--- config.mk ---
export PLATFORM = sky130hd
export DESIGN_NAME = qs_fifo_packer_flat
export DESIGN_NICKNAME = d
export VERILOG_FILES = /design/src/rtl/qs_fifo_packer_pkg.sv /design/src/rtl/qs_fifo_packer_if.sv /design/src/rtl/qs_fifo_packer.sv /design/src/flat_wrapper.sv
export SDC_FILE = /design/constraint.sdc
export NUM_CORES = 1
export LEC_CHECK = 0
export ABC_CLOCK_PERIOD_IN_PS = 6910
export BUFFER_PORTS_ARGS = -buffer_cell sky130_fd_sc_hd__buf_2
export CAP_MARGIN = 20
export CORE_ASPECT_RATIO = 1.4
export CORE_MARGIN = 2
export CORE_UTILIZATION = 35
export CTS_BUF_LIST = sky130_fd_sc_hd__clkbuf_16
export CTS_CLUSTER_DIAMETER = 80
export CTS_CLUSTER_SIZE = 16
export DETAILED_ROUTE_END_ITERATION = 8
export GPL_TIMING_DRIVEN = 1
export SLEW_MARGIN = 0
export SYNTH_ARGS = -nofsm -noshare
export SYNTH_HDL_FRONTEND = slang
export SYNTH_SLANG_ARGS = --single-unit
--- constraint.sdc ---
create_clock -name clk -period 6.91 [get_ports clk]
set_input_delay 1.0365 -clock clk [delete_from_list [all_inputs] [get_ports clk]]
set_output_delay 1.0365 -clock clk [all_outputs]
set_load 0.005 [all_outputs]
--- src/rtl/qs_fifo_packer_pkg.sv ---
// qs_fifo_packer_pkg: shared types and helpers for the qs_fifo packer.
//   pack_state_t - FILL (accumulating lanes) / HOLD (word presented)
//   calc_cnt_w   - width of a counter that must hold 0..PACK inclusive
package qs_fifo_packer_pkg;

   typedef enum logic {FILL, HOLD} pack_state_t;

   function automatic int calc_cnt_w(input int pack);
      return $clog2(pack + 1);
   endfunction

endpackage

--- src/rtl/qs_fifo_packer_if.sv ---
// qs_fifo_packer_if: FIFO read side + packed-word output handshake.
//   fifo_empty_i / fifo_pop_data_i / fifo_pop_o : first-word-fall-through pop port
//   flush_i                                     : request to emit a partial word
//   out_valid_o / out_ready_i / out_data_o / out_bytes_o : packed-word stream
// Modport master is the packer side, slave is the environment (FIFO + sink).
interface qs_fifo_packer_if
   import qs_fifo_packer_pkg::*;
#(
   parameter int DATA_W = 8,
   parameter int PACK   = 4
);
   localparam int CNT_W = calc_cnt_w(PACK);

   logic                     fifo_empty_i;
   logic [DATA_W-1:0]        fifo_pop_data_i;
   logic                     fifo_pop_o;
   logic                     flush_i;
   logic                     out_valid_o;
   logic                     out_ready_i;
   logic [DATA_W*PACK-1:0]   out_data_o;
   logic [CNT_W-1:0]         out_bytes_o;

   modport master (
      input  fifo_empty_i, fifo_pop_data_i, flush_i, out_ready_i,
      output fifo_pop_o, out_valid_o, out_data_o, out_bytes_o
   );

   modport slave (
      output fifo_empty_i, fifo_pop_data_i, flush_i, out_ready_i,
      input  fifo_pop_o, out_valid_o, out_data_o, out_bytes_o
   );

endinterface

--- src/rtl/qs_fifo_packer.sv ---
// qs_fifo_packer: drains DATA_W-bit entries from a FWFT FIFO and packs PACK
// consecutive entries into one word (first pop in lane 0 / LSBs).
// Ports:
//   clk   - rising-edge clock
//   reset - asynchronous active-high reset
//   bus   - qs_fifo_packer_if.master (FIFO pop port, flush, packed output)
// A flush forces out a partially filled word; unused upper lanes read 0.
module qs_fifo_packer
   import qs_fifo_packer_pkg::*;
#(
   parameter int DATA_W = 8,
   parameter int PACK   = 4
)(
   input  logic              clk,
   input  logic              reset,
   qs_fifo_packer_if.master  bus
);

   localparam int CNT_W = calc_cnt_w(PACK);

   pack_state_t                  state, state_nxt;
   logic [CNT_W-1:0]             cnt, cnt_nxt, n_fill, out_bytes;
   logic [PACK-1:0][DATA_W-1:0]  acc, acc_wr, acc_nxt, out_data;
   logic [PACK-1:0]              lane_we;
   logic                         pop, load_out;

   // Never pop while empty; in HOLD only pop when the word leaves this cycle.
   assign pop = !reset && !bus.fifo_empty_i && (state == FILL || bus.out_ready_i);

   // Entries landing in count after this cycle's pop (also the new cnt in HOLD,
   // where cnt is 0).
   assign n_fill = cnt + CNT_W'(pop);

   // Per-lane write enables. In HOLD the only possible write is the first
   // entry of the next word, which goes to lane 0.
   for (genvar gi = 0; gi < PACK; gi++) begin : g_lane
      if (gi == 0) begin : g_l0
         assign lane_we[gi] = pop && (state == HOLD || cnt == '0);
      end else begin : g_ln
         assign lane_we[gi] = pop && state == FILL && cnt == CNT_W'(gi);
      end
   end

   always_comb begin
      acc_wr = acc;
      for (int i = 0; i < PACK; i++) begin
         if (lane_we[i]) acc_wr[i] = bus.fifo_pop_data_i;
      end
   end

   // The accumulator is cleared whenever a word is handed off, so lanes at or
   // above cnt are always zero; a flushed word therefore has zero upper lanes
   // without any masking.
   always_comb begin
      state_nxt = state;
      cnt_nxt   = n_fill;
      acc_nxt   = acc_wr;
      load_out  = 1'b0;
      if (state == FILL) begin
         if (n_fill == CNT_W'(PACK) || (bus.flush_i && n_fill != '0)) begin
            state_nxt = HOLD;
            cnt_nxt   = '0;
            acc_nxt   = '0;
            load_out  = 1'b1;
         end
      end else begin
         if (bus.out_ready_i) state_nxt = FILL;
      end
   end

   always_ff @(posedge clk or posedge reset) begin
      if (reset) state <= FILL;
      else       state <= state_nxt;
   end

   always_ff @(posedge clk or posedge reset) begin
      if (reset) begin
         cnt       <= '0;
         acc       <= '0;
         out_data  <= '0;
         out_bytes <= '0;
      end else begin
         cnt <= cnt_nxt;
         acc <= acc_nxt;
         if (load_out) begin
            out_data  <= acc_wr;
            out_bytes <= n_fill;
         end
      end
   end

   assign bus.fifo_pop_o  = pop;
   assign bus.out_valid_o = (state == HOLD);
   assign bus.out_data_o  = out_data;
   assign bus.out_bytes_o = out_bytes;

endmodule

--- src/flat_wrapper.sv ---
// flat-port wrapper written by rule: the top's interface ports become plain ports
module qs_fifo_packer_flat import qs_fifo_packer_pkg::*;
#(
   parameter int DATA_W = 8,
   parameter int PACK   = 4
)
  (clk, reset, bus_fifo_empty_i, bus_fifo_pop_data_i, bus_flush_i, bus_out_ready_i, bus_fifo_pop_o, bus_out_valid_o, bus_out_data_o, bus_out_bytes_o);
  qs_fifo_packer_if #(.DATA_W(DATA_W), .PACK(PACK)) bus_i ();
  input  logic clk;
  input  logic reset;
  input wire logic [$bits(bus_i.fifo_empty_i)-1:0] bus_fifo_empty_i;
  input wire logic [$bits(bus_i.fifo_pop_data_i)-1:0] bus_fifo_pop_data_i;
  input wire logic [$bits(bus_i.flush_i)-1:0] bus_flush_i;
  input wire logic [$bits(bus_i.out_ready_i)-1:0] bus_out_ready_i;
  output wire logic [$bits(bus_i.fifo_pop_o)-1:0] bus_fifo_pop_o;
  output wire logic [$bits(bus_i.out_valid_o)-1:0] bus_out_valid_o;
  output wire logic [$bits(bus_i.out_data_o)-1:0] bus_out_data_o;
  output wire logic [$bits(bus_i.out_bytes_o)-1:0] bus_out_bytes_o;
  assign bus_i.fifo_empty_i = bus_fifo_empty_i;
  assign bus_i.fifo_pop_data_i = bus_fifo_pop_data_i;
  assign bus_i.flush_i = bus_flush_i;
  assign bus_i.out_ready_i = bus_out_ready_i;
  assign bus_fifo_pop_o = bus_i.fifo_pop_o;
  assign bus_out_valid_o = bus_i.out_valid_o;
  assign bus_out_data_o = bus_i.out_data_o;
  assign bus_out_bytes_o = bus_i.out_bytes_o;
  qs_fifo_packer #(.DATA_W(DATA_W), .PACK(PACK)) u_core (.clk(clk), .reset(reset), .bus(bus_i));
endmodule
# Yosys cells after proc, flatten, opt, wreduce, memory -nomap -nowiden
# Index checks and enable logic that the tools add are counted.
# op_classes
add_sub_neg	1
n_reduce_logical	15
bitwise	1
n_eq_ne	4
n_mux	12
# ops
cell	count
2-to-1 mux 32 bit	2
2-to-1 mux 8 bit	4
logical AND 1 bit	8
== test 3 x 2 -> 1 bit (second input constant)	2
2-to-1 mux 3 bit	2
2-to-1 mux 1 bit	4
adder 3 x 1 -> 3 bit	1
== test 3 x 1 -> 1 bit (second input constant)	1
== test 3 bit (second input constant)	1
zero test 3 bit	1
logical OR 1 bit	3
nonzero test 3 bit	1
zero test 1 bit	2
inverter 1 bit	1
# totals
output_inout_bits	37
elab_cells	44
in_bits	13
ff_bits	71

# Longest topological paths before layout
# Gate-level depths: netlist (run 1).
# logic_depth
word_depth	9
depth_mapped	10
ltp_nobuf	8

# Worst setup path before layout (run 1)
# Ideal clock, no wire load.
# synth_path
path_kind	input port to flip-flop
startpoint	in bus_out_ready_i
endpoint	reg u_core.acc[24] (netlist bit)
path_stages	9
arrival_time_ps	2862
slack_ps	3927
n_path_buf	2
required_ps	6788
setup_time_ps	122
path_cell_list	nand2b_1 -> and2_1 -> ha_1 -> ha_1 -> o21ba_2 -> a211oi_2 -> buf_4 -> buf_2 -> nor2_1
# synth_rtl
element	line_no	source
start, declared	flat_wrapper.sv:14	input wire logic [$bits(bus_i.out_ready_i)-1:0] bus_out_ready_i;
end signal, assigned	qs_fifo_packer.sv:84	acc <= acc_nxt;
end, declared	qs_fifo_packer.sv:23	logic [PACK-1:0][DATA_W-1:0] acc, acc_wr, acc_nxt, out_data;

# Final worst setup path (run 1)
# layout_path
startpoint	in bus_out_ready_i
endpoint	reg u_core.out_data, in the netlist u_core.bus.out_data_o[0]
# layout_via
elab_chain_cells	8
word_cells_on_any_way	11
cone_classes	add/sub: 1; eq/ne: 1; mux: 3; reduce/logical: 6
# layout_rtl
element	line_no	source
logical OR 1 bit (*)	qs_fifo_packer.sv:28	assign pop = !reset && !bus.fifo_empty_i && (state == FILL || bus.out_ready_i);
logical AND 1 bit (*)	qs_fifo_packer.sv:28	
adder 3 x 1 -> 3 bit (*)	qs_fifo_packer.sv:32	assign n_fill = cnt + CNT_W'(pop);
named net u_core.n_fill[1]	qs_fifo_packer.sv:22	logic [CNT_W-1:0] cnt, cnt_nxt, n_fill, out_bytes;
nonzero test 3 bit	qs_fifo_packer.sv:60	if (n_fill == CNT_W'(PACK) || (bus.flush_i && n_fill != '0)) begin
logical AND 1 bit	qs_fifo_packer.sv:60	
logical OR 1 bit (*)	qs_fifo_packer.sv:60	
2-to-1 mux 1 bit (*)	qs_fifo_packer.sv:60	
2-to-1 mux 1 bit (*)	qs_fifo_packer.sv:59	if (state == FILL) begin
end signal, assigned	qs_fifo_packer.sv:86	out_data <= acc_wr;
end, declared	qs_fifo_packer.sv:23	
# Mark *: on every way through the listed nets, which the timed path passes. The rest lies on a longest branch.
# A chain may end at the register's enable or synchronous reset.

==> metrics.sh, run 1 <==
RUN_STATUS='finished clean'
POSTPLACECELLAREA_SQ_UM=3090
P_PER_AREA_nW_PER_UM2=469
MAXCLOCKFREQUENCY_MHz=314
UNIQUE_CELL_TYPE_COUNT_IN_THE_YOSYS_NETLIST=24
TIMING.CRITICAL_PATH.ARRIVAL_NS=3.35
CRITPATHSLOWESTCELL='sky130_fd_sc_hd__buf_4'
CORE-AREA_SQ_UM=7700
MASTER_CELL_OF_THE_CLOCK_ROOT_BUFFER='sky130_fd_sc_hd__clkbuf_16'
CTSLONGESTPATHBUFFERS=2
MIN_PERIOD_NS=3.19
PATH_MAX_FANOUT=98
HOLD_BUFFERS=0
CTS_TREE='done'
WORST_SKEW_PAIR.LATE_LATENCY_NS=0.33
TOTALWIRELENGTH_UM=5430
GLOBALROUTE.TOTALOVERFLOW=0
WORST_PIN_SLEW_NS=0.907
SYNTH_TOP_AREA_SHARE_PCT=64.1
CTS_SETUP_BUFFERS=0
SYNTH_SEQ_CELLS=71
GRT_FIRST_PASS_WIRELENGTH_UM=8810
CRIT_PATH_END_KIND='flip-flop'
AVGSYNTHCELLAREA_SQ_UM=11.4
FINAL_CELL_AREA_EXCLUDING_FILLER_CELLS_SQ_UM=3350
PLACE_INST=380
WORSTSETUPSTARTPOINTTYPE='input port'
SYNTH_TOP_CELLS_BY_AREA='sky130_fd_sc_hd__dfrtp_1, sky130_fd_sc_hd__mux2i_1, sky130_fd_sc_hd__nor2_1'
WL_PER_CELL_UM=13.7
MAX_SLEW_MARGIN_PCT=39.5
ROW_COUNT=38
FINALWEIGHTEDCONGESTION=0.754
PORT_BUFFERS=49
CRITICAL_PATH_CLASS='input port to flip-flop'
GRT_UTIL_ALL_LAYERS_PCT=13.7
CTS_RESIZED=0
CLOCK_SINKS=71
VIAS_IN_THE_FIRST_GLOBAL_ROUTE=1776
VIAS_PER_CELL=4.69
POST_LAYOUT_NETS=306
SETUP_TOTAL_NEGATIVE_SLACK_NS=0
GRT_SETUP_UNREPAIRED='false'
H-TREE-DEPTH=3
FLOORPLAN.DIE.WIDTH_UM=79.2
PIN_COUNT=50
TIMING.HOLD.WORST.CLASS='flip-flop to flip-flop'
DESIGN.DIE.AREA_SQ_UM=8660
PERIOD_SHARE_PCT=46.1
YOSYS_WARNINGS=0
POSTSYNTHCELLCOUNT=243
DRTPASS1ITERATIONS=4
DIE_HEIGHT_UM=109
HPWL_UM=3550
CRITPATHREQUIREDTIME_NS=7.07
ROUTE.ANTENNA.REMAINING_NETS=0
CELL_CLASS_CONTRIBUTING_THE_BIGGEST_SHARE_OF_WORST_PATH_DELAY='buffers and inverters'
DETAIL_ROUTE.ITER0.VIOLATIONS=86
ANTENNA_FOUND_INITIAL=0
REPORT.FINAL.SLEW_VIOL_COUNT=0
CRIT_PATH_FREQUENT_CELL='sky130_fd_sc_hd__ha_1'
TIMING.CRITICAL_PATH.BUF_INV=2
SKEW_NS=0.00672
N_FILL_CELL=781
SYNTHESIS.NETS=258
CTS.CLK_SLEW.WORST_PATHS_NS=0.05
PIN_COUNT_OF_THE_BIGGEST_NET_ENTERING_GLOBAL_ROUTING=99
SYNTH.YOSYS.SEQ_AREA_SHARE_PCT=64.1
TIMING.FINAL.HOLD_VIOLATIONS=0
TOTAL_LEAKAGE_POWER_nW=1.78
CRITPATHMAXSTAGEDELAY_NS=0.73
NUMBER_OF_MAXIMUM_CAPACITANCE_VIOLATIONS=0
INSTANCES_NO_FILL=396
FINAL_REPORT_SETUP_VIOLATION_COUNT=0
WORST_IR_DROP_VDD_mV=0.161
DRIVE_ABOVE_1_SHARE_PCT=22.6
ROUTED-VIA-COUNT=1859
AREA.GROWTH.SYNTH_TO_FINAL_PCT=20.8
YOSYSTOPAREACELL='sky130_fd_sc_hd__dfrtp_1'
SYN-CELL-AREA_SQ_UM=2770
TIMING.CRITICAL_PATH.CELLS='buf_2 -> nand2b_1 -> and2_1 -> ha_1 -> ha_1 -> o21ba_2 -> a211oi_4 -> buf_4 -> a21oi_1'
START_UTIL_PCT=36.0
TRITONCTS.NUM_BUFFERS=9
DRCVIOLATIONCOUNT=0
ANTENNADIODECOUNT=0
metrics by stage:
stage               power [mW]  worst slack [ns]  hold WS [ns]  util, %
global placement          1.17              3.48         0.487     40.1
global route              1.70              3.53         0.517     43.5
CTS                       1.60              3.75         0.508     43.5
floorplan                 1.01              3.93         0.481        -
detailed placement        1.19              3.39         0.491     40.1
finish                    1.57              3.72         0.510     43.5
sequential cells by signal (all words and copies together), names as in the netlist:
name                    count
u_core.bus.out_bytes_o      3
u_core.bus.out_data_o      32
u_core.bus.out_valid_o      1
u_core.acc                 32
u_core.cnt                  3
layout make-up:
cell class | count | area (sq um) | share of cell area [%]
Sequential cell | 71 | 1780 | 53.0
Multi-Input combinational cell | 157 | 926 | 27.6
Timing Repair Buffer | 51 | 260 | 7.77
Clock buffer | 9 | 225 | 6.72
Tap cell | 100 | 125 | 3.74
Clock inverter | 7 | 32.5 | 0.971
Inverter | 1 | 3.75 | 0.112
cell usage after synthesis (all sizes together):
library cell	count
nor4	1
and2	1
nand2	3
inv	1
a211oi	1
clkbuf	4
nor2b	3
a21oi	33
mux2i	32
o21ba	1
o22a	1
a22o	2
xnor2	1
nor2	70
buf	10
dfrtp	71
ha	2
nand2b	1
and3	1
o211ai	1
nor3	1
nand3b	2
layout by cell type (no fill, tap or decap), types with 2 or more instances in the layout:
cell / synthesis / layout
sky130_fd_sc_hd__buf_2: 8 / 49
sky130_fd_sc_hd__nor2b_1: 3 / 3
sky130_fd_sc_hd__nand2_1: 3 / 3
sky130_fd_sc_hd__clkbuf_16: 0 / 9
sky130_fd_sc_hd__dfrtp_1: 71 / 71
sky130_fd_sc_hd__ha_1: 2 / 2
sky130_fd_sc_hd__a21oi_1: 33 / 33
sky130_fd_sc_hd__nand3b_1: 2 / 2
sky130_fd_sc_hd__clkinv_1: 0 / 2
sky130_fd_sc_hd__nor2_1: 70 / 70
sky130_fd_sc_hd__mux2i_1: 32 / 32
sky130_fd_sc_hd__buf_4: 1 / 2
sky130_fd_sc_hd__inv_1: 1 / 2
sky130_fd_sc_hd__clkinv_2: 0 / 2
sky130_fd_sc_hd__a22o_1: 2 / 2
power breakdown:
part	switching, mW	leakage (nW)	internal [mW]
clock network	0.161	0.133	0.236
registers	0.0817	0.911	0.577
logic	0.302	0.738	0.213
total	0.544	1.78	1.03
path summary, 6_finish.rpt:
| kind | from | endpoint | slack (ns) | cells after the start |
|---|---|---|---|---|
| setup / recovery | bus_out_ready_i | u_core.bus.out_data_o[0]$_DFFE_PP0P_ | 3.72 | 9 |
| hold / removal | u_core.bus.out_bytes_o[1]$_DFFE_PP0P_ | u_core.bus.out_bytes_o[1]$_DFFE_PP0P_ | 0.51 | 1 |
| setup reg to reg | u_core.bus.out_valid_o$_DFF_PP0_ | u_core.bus.out_data_o[0]$_DFFE_PP0P_ | 3.99 | 8 |
| hold reg to reg | u_core.bus.out_bytes_o[1]$_DFFE_PP0P_ | u_core.bus.out_bytes_o[1]$_DFFE_PP0P_ | 0.51 | 1 |
| max in group asynchronous | reset | u_core.acc[21]$_DFF_PP0_ | 5.35 | 3 |
| min in group asynchronous | reset | u_core.cnt[2]$_DFF_PP0_ | 0.99 | 3 |
cell families after synthesis:
group	Yosys count	synth area share (%)
simple gates	83	12.2
buf+inv	15	2.80
compound gates	39	8.17
mux	32	11.6
flops	71	64.1
fa+ha+maj	2	0.902
xor+xnor	1	0.316
per-layer routing:
metal / track usage [%] / vias to the layer above / wire length, um
met5: 0 / - / 0
li1: - / 917 / -
met3: 5.09 / 5 / 216
met2: 20.8 / 34 / 2680
met1: 17.4 / 903 / 2440
met4: 6.77 / 0 / 99
Power figures use the tool's default switching activity.
==> run 2, diff against run 1 <==
--- a/config.mk
+++ b/config.mk
@@ -5,7 +5,8 @@
 export SDC_FILE = /design/constraint.sdc
 export NUM_CORES = 1
 export LEC_CHECK = 0
-export ABC_CLOCK_PERIOD_IN_PS = 6910
+export ABC_AREA = 1
+export ABC_CLOCK_PERIOD_IN_PS = 2590
 export BUFFER_PORTS_ARGS = -buffer_cell sky130_fd_sc_hd__buf_2
 export CAP_MARGIN = 20
 export CORE_ASPECT_RATIO = 1.4
==> constraint.sdc (replaced) <==
create_clock -name clk -period 2.59 [get_ports clk]
set_input_delay 0.3885 -clock clk [delete_from_list [all_inputs] [get_ports clk]]
set_output_delay 0.3885 -clock clk [all_outputs]
set_load 0.005 [all_outputs]
==> run 2 against run 1 <==
  * Utilization decreased by 0.87 points
  * Hold slack got worse by 0.25 ns
  * Largest power group unchanged
  * Clock skew down 0.0025 ns
  * Via count rose by 40%
  * Die area increased by 15%
  * Critical path depth is 4 higher
  * Setup slack worse by 3.3 ns
  * Power increased to 2.7 times the previous value
  * Sequential power rose to 2.5 times the previous value
  * Cell count up 42%
  * Wire length grew 37%
  * First-iteration DRC count up 30%
==> metrics.sh, run 2 <==
SYNTH.YOSYS.SEQ_AREA_SHARE_PCT=55.6
FINAL_REPORT_SETUP_VIOLATION_COUNT=0
TIMING.FINAL.HOLD_VIOLATIONS=0
FINAL_CELL_AREA_EXCLUDING_FILLER_CELLS_SQ_UM=3800
CORE-AREA_SQ_UM=8930
MOST_FREQUENT_STANDARD_CELL_IN_THE_LAYOUT_EXCLUDING_FILL_AND_TAP_CELLS='sky130_fd_sc_hd__nand2_1'
MIN_PERIOD_NS=2.16
GRT_SETUP_UNREPAIRED='false'
SETUP_TOTAL_NEGATIVE_SLACK_NS=0
LEADING_CELL_TYPE_BY_NUMBER_OF_INSTANCES_AFTER_SYNTHESIS='sky130_fd_sc_hd__nand2_1'
HOLDCRITSTARTPOINT='bus_out_ready_i'
FINALPOWER_mW=4.17
VIAS_PER_CELL=4.62
N_FILL_CELL=942
SKEW_NS=0.00421
ANTENNA_FOUND_INITIAL=0
WORST_IR_DROP_VDD_mV=0.611
PORT_BUFFERS=49
TRITONCTS.NUM_BUFFERS=9
POST_LAYOUT_NETS=466
MAX_SLEW_MARGIN_PCT=40.6
GRT_UTIL_ALL_LAYERS_PCT=16.6
FF_LATCH_AREA_SQ_UM=1780
CTS_SETUP_BUFFERS=0
PATH_MAX_FANOUT=36
LAYOUT.CELLS.MOST_COMMON_LIST='sky130_fd_sc_hd__nand2_1, sky130_fd_sc_hd__dfrtp_1, sky130_fd_sc_hd__nand3_1, sky130_fd_sc_hd__inv_1, sky130_fd_sc_hd__buf_2'
DIE_HEIGHT_UM=117
TIMING.CRITICAL_PATH.BUF_INV=3
CRIT_PATH_END_KIND='flip-flop'
HOLD_BUFFERS=0
CTSLONGESTPATHBUFFERS=2
REPORT.FINAL.SLEW_VIOL_COUNT=0
TIMING.RR.START='u_core.bus.out_valid_o$_DFF_PP0_'
WORSTSETUPSTARTPOINTTYPE='flip-flop'
PIN_COUNT_OF_THE_BIGGEST_NET_ENTERING_GLOBAL_ROUTING=72
NUMBER_OF_MAXIMUM_CAPACITANCE_VIOLATIONS=0
SYNTHESIS.NETS=412
WORST_SKEW_PAIR.LATE_LATENCY_NS=0.33
TIMING.REG2REG.WORST_PATH_DEPTH=13
YOSYS_WARNINGS=0
YS_DOMINANT_REG_CELL='sky130_fd_sc_hd__dfrtp_1'
UNIQUE_CELL_TYPE_COUNT_IN_THE_YOSYS_NETLIST=15
CRITPATHREQUIREDTIME_NS=2.86
VIAS_IN_THE_FIRST_GLOBAL_ROUTE=2484
GLOBALROUTE.TOTALOVERFLOW=0
WL_PER_CELL_UM=13.2
HPWL_UM=4970
SYN-CELL-AREA_SQ_UM=3190
R2R_END='u_core.bus.out_data_o[13]$_DFFE_PP0P_'
P_PER_AREA_nW_PER_UM2=1100
SYNTH_SEQ_CELLS=71
DRTPASS1ITERATIONS=5
WORST_HOLD_PATH.ENDPOINT='u_core.bus.out_valid_o$_DFF_PP0_'
DETAIL_ROUTE.ITER0.VIOLATIONS=112
WORST_PIN_SLEW_NS=0.891
POST_SYNTH_MOST_FREQUENT_CELLS='sky130_fd_sc_hd__nand2_1, sky130_fd_sc_hd__dfrtp_1, sky130_fd_sc_hd__nand3_1'
TIMING.CRITICAL_PATH.CELLS='inv_1 -> nor2_1 -> nor2_4 -> ha_4 -> ha_4 -> inv_2 -> nand2_2 -> nand2_1 -> nand2_2 -> nor2_4 -> buf_4 -> nand3_1 -> nand2_1'
FLOORPLAN.DIE.WIDTH_UM=84.7
GRT_FIRST_PASS_WIRELENGTH_UM=12500
SYNTH_TOP_AREA_SHARE_PCT=55.6
CTS.CLK_SLEW.WORST_PATHS_NS=0.05
ROUTE.ANTENNA.REMAINING_NETS=0
MAXCLOCKFREQUENCY_MHz=463
SETUP.REG_TO_REG.WORST_SLACK_NS=0.43
AVGSYNTHCELLAREA_SQ_UM=8.05
DRCVIOLATIONCOUNT=0
PERIOD_SHARE_PCT=83.4
ROUTED-VIA-COUNT=2595
CELL_CLASS_CONTRIBUTING_THE_BIGGEST_SHARE_OF_WORST_PATH_DELAY='simple AND/OR/NAND/NOR gates'
DESIGN.DIE.AREA_SQ_UM=9920
CLOCK_SINKS=71
TIMING.HOLD.WORST.CLASS='input port to flip-flop'
CRITPATHMAXSTAGEDELAY_NS=0.38
POSTPLACECELLAREA_SQ_UM=3560
CTS_TREE='done'
ANTENNADIODECOUNT=0
TOTAL_LEAKAGE_POWER_nW=2.18
MASTER_CELL_OF_THE_CLOCK_ROOT_BUFFER='sky130_fd_sc_hd__clkbuf_16'
CRITICAL_PATH_CLASS='flip-flop to flip-flop'
CRITICAL_PATH_CELL_COUNT=13
FINALWEIGHTEDCONGESTION=0.785
MIN_DELAY_PATH_DEPTH=2
POSTSYNTHCELLCOUNT=397
ROW_COUNT=41
RUN_STATUS='finished clean'
CRITPATHSLOWESTCELL='sky130_fd_sc_hd__dfrtp_1'
PIN_COUNT=50
MULTI_INPUT_COMB_AREA_SQ_UM=1160
FINAL.HOLD.WORST_SLACK_NS=0.263
H-TREE-DEPTH=3
SYNTH_ENABLE_FLOP_CELLS=0
YOSYSTOPAREACELL='sky130_fd_sc_hd__dfrtp_1'
AREA.GROWTH.SYNTH_TO_FINAL_PCT=19.1
CTS_RESIZED=0
DRIVE_ABOVE_1_SHARE_PCT=17.6
SYNTH-ASYNC-RESET-RATIO_PCT=100
TIMING.CRITICAL_PATH.ARRIVAL_NS=2.43
TOTALWIRELENGTH_UM=7430
SYNTH_TOP_CELLS_BY_AREA='sky130_fd_sc_hd__dfrtp_1, sky130_fd_sc_hd__nand2_1, sky130_fd_sc_hd__nand3_1'
START_UTIL_PCT=35.8
## run 2: cell types whose count changed after synthesis, moves of 3 or more
cell,change
sky130_fd_sc_hd__a21oi_1,-32
sky130_fd_sc_hd__buf_2,-4
sky130_fd_sc_hd__buf_6,+6
sky130_fd_sc_hd__clkbuf_1,-4
sky130_fd_sc_hd__inv_1,+48
sky130_fd_sc_hd__mux2i_1,-32
sky130_fd_sc_hd__nand2_1,+149
sky130_fd_sc_hd__nand3_1,+64
sky130_fd_sc_hd__nor2_1,-34
sky130_fd_sc_hd__nor2_2,+5
sky130_fd_sc_hd__nor2b_1,-3
## run 2: cell type report
cell class,count,area share (%)
tap,107,3.52
multi-input combinational,263,30.4
clock buffer,9,5.92
clock inverter,6,0.592
timing repair buffer,55,7.63
sequential,71,46.7
inverter,51,5.20
## run 2: power by group
part,total (mW),internal [mW],switching [mW]
Combinational,1.48,0.507,0.972
Sequential,1.65,1.48,0.167
Clock,1.05,0.621,0.426
Total,4.17,2.61,1.56
## run 2: worst max-delay path by stage
stage	to	slack (ns)	startpoint
2_1_floorplan	u_core.bus.out_data_o[14]$_DFFE_PP0P_	-0.44	reset
3_3_place_gp	u_core.bus.out_data_o[13]$_DFFE_PP0P_	0.39	reset
3_5_place_dp	u_core.bus.out_data_o[4]$_DFFE_PP0P_	0.38	reset
4_1_cts	u_core.bus.out_data_o[19]$_DFFE_PP0P_	0.44	u_core.bus.out_valid_o$_DFF_PP0_
5_1_grt	u_core.bus.out_data_o[7]$_DFFE_PP0P_	0.25	u_core.bus.out_valid_o$_DFF_PP0_
6_report	u_core.bus.out_data_o[13]$_DFFE_PP0P_	0.43	u_core.bus.out_valid_o$_DFF_PP0_
## run 2: kinds of logic after synthesis
| kind of cell | synth area share, % |
|---|---|
| AO/OA/AOI/OAI | 0.313 |
| flip-flops | 55.6 |
| buffers and inverters | 9.32 |
| adder cells (fa/ha/maj) | 0.783 |
| AND/OR/NAND/NOR | 34.0 |
## run 2: per-layer routing
layer	routed length, um	vias to the layer above	global-route usage [%]
li1	-	1314	-
met1	3220	1216	20.0
met2	3750	55	28.0
met3	281	10	4.42
met4	175	0	7.20
met5	0	-	0
## run 2: through the flow
step           util [%]  worst slack (ns)  std cells
2_1_floorplan         -            -0.442        397
3_3_place_gp       39.8             0.387        547
3_5_place_dp       39.8             0.381        547
4_1_cts            42.6             0.439        562
5_1_grt            42.6             0.255        562
6_report           42.6             0.430        562
==> run 3, diff against run 2 <==
--- a/config.mk
+++ b/config.mk
@@ -6,7 +6,7 @@
 export NUM_CORES = 1
 export LEC_CHECK = 0
 export ABC_AREA = 1
-export ABC_CLOCK_PERIOD_IN_PS = 2590
+export ABC_CLOCK_PERIOD_IN_PS = 1730
 export BUFFER_PORTS_ARGS = -buffer_cell sky130_fd_sc_hd__buf_2
 export CAP_MARGIN = 20
 export CORE_ASPECT_RATIO = 1.4
==> constraint.sdc (replaced) <==
create_clock -name clk -period 1.73 [get_ports clk]
set_input_delay 0.2595 -clock clk [delete_from_list [all_inputs] [get_ports clk]]
set_output_delay 0.2595 -clock clk [all_outputs]
set_load 0.005 [all_outputs]
==> run 3 against run 2 <==
  * The flow now finishes with violations (negative setup slack)
  * Wire length up 4.0%
  * Clock power rose by 52%
  * Combinational power grew 120%
  * Flip-flop and latch count unchanged
  * Utilization is 4.7 points higher
  * Critical path type unchanged
  * Largest cell class unchanged
==> metrics.sh, run 3 (synthesis gave the netlist of run 2 again) <==
TIMING.CRITICAL_PATH.CELLS='inv_2 -> nor2_4 -> nor2_4 -> ha_4 -> ha_4 -> inv_2 -> nand2_2 -> nand2_2 -> nand2_2 -> nor2_4 -> buf_6 -> buf_12 -> nand3_1 -> nand2_1'
VIOLATIONS='negative setup slack'
PORT_BUFFERS=49
WL_PER_CELL_UM=13.2
CLOCK_SINKS=71
PIN_COUNT_OF_THE_BIGGEST_NET_ENTERING_GLOBAL_ROUTING=72
GLOBALROUTE.TOTALOVERFLOW=0
CRITICAL_PATH.STARTPOINT='u_core.bus.out_valid_o$_DFF_PP0_'
POWER.SWITCHING_FRACTION_PCT=36.5
DRCVIOLATIONCOUNT=0
CRITICAL_PATH_CELL_COUNT=14
PERIOD_SHARE_PCT=109
GRT_FIRST_PASS_WIRELENGTH_UM=12500
GRT_UTIL_ALL_LAYERS_PCT=16.5
VIAS_IN_THE_FIRST_GLOBAL_ROUTE=2580
PLACE_INST=562
ROUTE.ANTENNA.REMAINING_NETS=0
DRIVE_ABOVE_1_SHARE_PCT=25.9
FINALPOWER_mW=7.34
REPORT.FINAL.SLEW_VIOL_COUNT=0
WORSTSETUPSTARTPOINTTYPE='flip-flop'
CRITICAL_PATH_CLASS='flip-flop to flip-flop'
ROUTED-VIA-COUNT=2705
SKEW_NS=0.00683
INSTANCES_NO_FILL=585
MOST_FREQUENT_STANDARD_CELL_IN_THE_LAYOUT_EXCLUDING_FILL_AND_TAP_CELLS='sky130_fd_sc_hd__nand2_1'
FF_LATCH_AREA_SQ_UM=1780
SWITCHINGPOWER_mW=2.68
TOTAL_LEAKAGE_POWER_nW=2.34
TRITONCTS.NUM_BUFFERS=9
POST_LAYOUT_NETS=488
LOGIC_PWR_SHARE_PCT=44.7
START_UTIL_PCT=35.8
CTS_TREE='done'
MIN_PERIOD_NS=1.89
CRIT_PATH_END='u_core.bus.out_data_o[31]$_DFFE_PP0P_'
WORST_IR_DROP_VDD_mV=0.841
FLOORPLAN.DIE.WIDTH_UM=84.7
DETAIL_ROUTE.ITER0.VIOLATIONS=151
CTS.CLK_SLEW.WORST_PATHS_NS=0.05
CELL_CLASS_CONTRIBUTING_THE_BIGGEST_SHARE_OF_WORST_PATH_DELAY='simple AND/OR/NAND/NOR gates'
TIMING.RR.START='u_core.bus.out_valid_o$_DFF_PP0_'
P_PER_AREA_nW_PER_UM2=1740
CLKPWRFRAC_PCT=21.8
CTSLONGESTPATHBUFFERS=2
DESIGN.DIE.AREA_SQ_UM=9920
ANTENNA_FOUND_INITIAL=0
WORST_PIN_SLEW_NS=0.888
SETUP.REG_TO_REG.WORST_SLACK_NS=-0.16
PATH_MAX_FANOUT=15
MASTER_CELL_OF_THE_CLOCK_ROOT_BUFFER='sky130_fd_sc_hd__clkbuf_16'
CRITPATHMAXSTAGEDELAY_NS=0.39
TIMING.CRITICAL_PATH.BUF_INV=4
AREA.GROWTH.SYNTH_TO_FINAL_PCT=32.2
MAXCLOCKFREQUENCY_MHz=530
TOTALWIRELENGTH_UM=7730
NUMBER_OF_MAXIMUM_CAPACITANCE_VIOLATIONS=0
ROW_COUNT=41
CRIT_PATH_END_KIND='flip-flop'
CELL_INTERNAL_PWR_mW=4.66
H-TREE-DEPTH=3
VIAS_PER_CELL=4.62
POWER_FRAC_SEQ_PCT=33.5
CORE-AREA_SQ_UM=8930
ANTENNADIODECOUNT=0
FINALWEIGHTEDCONGESTION=0.735
WORST_SKEW_PAIR.LATE_LATENCY_NS=0.34
FINAL_REPORT_SETUP_VIOLATION_COUNT=70
LAYOUT.CELLS.MOST_COMMON_LIST='sky130_fd_sc_hd__nand2_1, sky130_fd_sc_hd__dfrtp_1, sky130_fd_sc_hd__nand3_1, sky130_fd_sc_hd__buf_2, sky130_fd_sc_hd__inv_1'
R2R_END='u_core.bus.out_data_o[31]$_DFFE_PP0P_'
HOLD_BUFFERS=0
RUN_STATUS='finished with violations'
DRTPASS1ITERATIONS=4
PIN_COUNT=50
TIMING.CRITICAL_PATH.ARRIVAL_NS=2.16
DIE_HEIGHT_UM=117
TIMING.FINAL.HOLD_VIOLATIONS=0
CRITPATHSLOWESTCELL='sky130_fd_sc_hd__dfrtp_1'
GRT_SETUP_UNREPAIRED='true'
TIMING.REG2REG.WORST_PATH_DEPTH=14
MIN_DELAY_PATH_DEPTH=2
TIMING.HOLD.WORST.CLASS='input port to flip-flop'
FINAL.SETUP.WORST_SLACK_NS=-0.157
HPWL_UM=5160
MAX_SLEW_MARGIN_PCT=40.8
MULTI_INPUT_COMB_AREA_SQ_UM=1260
N_FILL_CELL=888
CRITPATHREQUIREDTIME_NS=2.00
run 3: cell count changes in the layout (fill, tap and decap cells not counted), sizes merged:
cell	previous run	this run
buf	55	76
inv	53	50
clkinv	3	7
clkbuf	9	10
run 3: worst reg2reg max path: stages, from the launching register on:
cell and delay, ns:
sky130_fd_sc_hd__dfrtp_1 0.39, sky130_fd_sc_hd__inv_2 0.08, sky130_fd_sc_hd__nor2_4 0.04, sky130_fd_sc_hd__nor2_4 0.10, sky130_fd_sc_hd__ha_4 0.15, sky130_fd_sc_hd__ha_4 0.19
sky130_fd_sc_hd__inv_2 0.06, sky130_fd_sc_hd__nand2_2 0.06, sky130_fd_sc_hd__nand2_2 0.06, sky130_fd_sc_hd__nand2_2 0.07, sky130_fd_sc_hd__nor2_4 0.14, sky130_fd_sc_hd__buf_6 0.17
sky130_fd_sc_hd__buf_12 0.15, sky130_fd_sc_hd__nand3_1 0.11, sky130_fd_sc_hd__nand2_1 0.07
run 3: power groups by stage:
stage               clock [mW]  sequential (mW)  combinational, mW
floorplan                    0             2.49               1.73
global placement             0             2.46               2.62
detailed placement           0             2.48               2.68
CTS                       1.63             2.47               3.12
global route              1.71             2.52               3.65
finish                    1.60             2.46               3.28
run 3: worst min-delay path by stage:
stage	to	slack (ns)	from
5_1_grt	u_core.bus.out_valid_o$_DFF_PP0_	0.17	bus_out_ready_i
6_report	u_core.bus.out_valid_o$_DFF_PP0_	0.16	bus_out_ready_i
3_3_place_gp	u_core.bus.out_data_o[30]$_DFFE_PP0P_	0.45	u_core.bus.out_data_o[30]$_DFFE_PP0P_
3_5_place_dp	u_core.bus.out_data_o[12]$_DFFE_PP0P_	0.45	u_core.bus.out_data_o[12]$_DFFE_PP0P_
4_1_cts	u_core.bus.out_valid_o$_DFF_PP0_	0.15	bus_out_ready_i
2_1_floorplan	u_core.bus.out_valid_o$_DFF_PP0_	0.36	bus_out_ready_i
run 3: through the flow:
step	area [sq um]	hold slack (ns)	setup slack (ns)	utilization [%]	TNS [ns]
2_1_floorplan	3240	0.356	-1.17	-	-80.85
3_3_place_gp	3730	0.451	-0.239	41.8	-12.42
3_5_place_dp	3730	0.455	-0.258	41.8	-13.77
4_1_cts	4110	0.150	-0.176	46.1	-9.11
5_1_grt	4220	0.167	-0.263	47.3	-13.46
6_report	4220	0.162	-0.157	47.3	-5.63
run 3: area by class of cell:
| cell class | instances | area share (%) |
|---|---|---|
| Multi-Input combinational cell | 263 | 29.9 |
| Sequential cell | 71 | 42.1 |
| Clock inverter | 7 | 0.711 |
| Inverter | 51 | 4.68 |
| Tap cell | 107 | 3.17 |
| Timing Repair Buffer | 77 | 14.1 |
| Clock buffer | 9 | 5.33 |
run 3: timing repair:
item	4_1_cts	5_1_grt
setup buffers	3	1
resized for setup	9	22
gates cloned	3	1
pin swaps	4	11
setup endpoints to repair	70	70
run 3: metal layers:
| layer | up-vias | track usage [%] | part of all wire [%] |
|---|---|---|---|
| met4 | 0 | 10.5 | 3.7 |
| met5 | - | 0 | 0 |
| met2 | 48 | 27.0 | 50 |
| met1 | 1269 | 20.5 | 44 |
| li1 | 1371 | - | - |
| met3 | 17 | 2.38 | 2.9 |
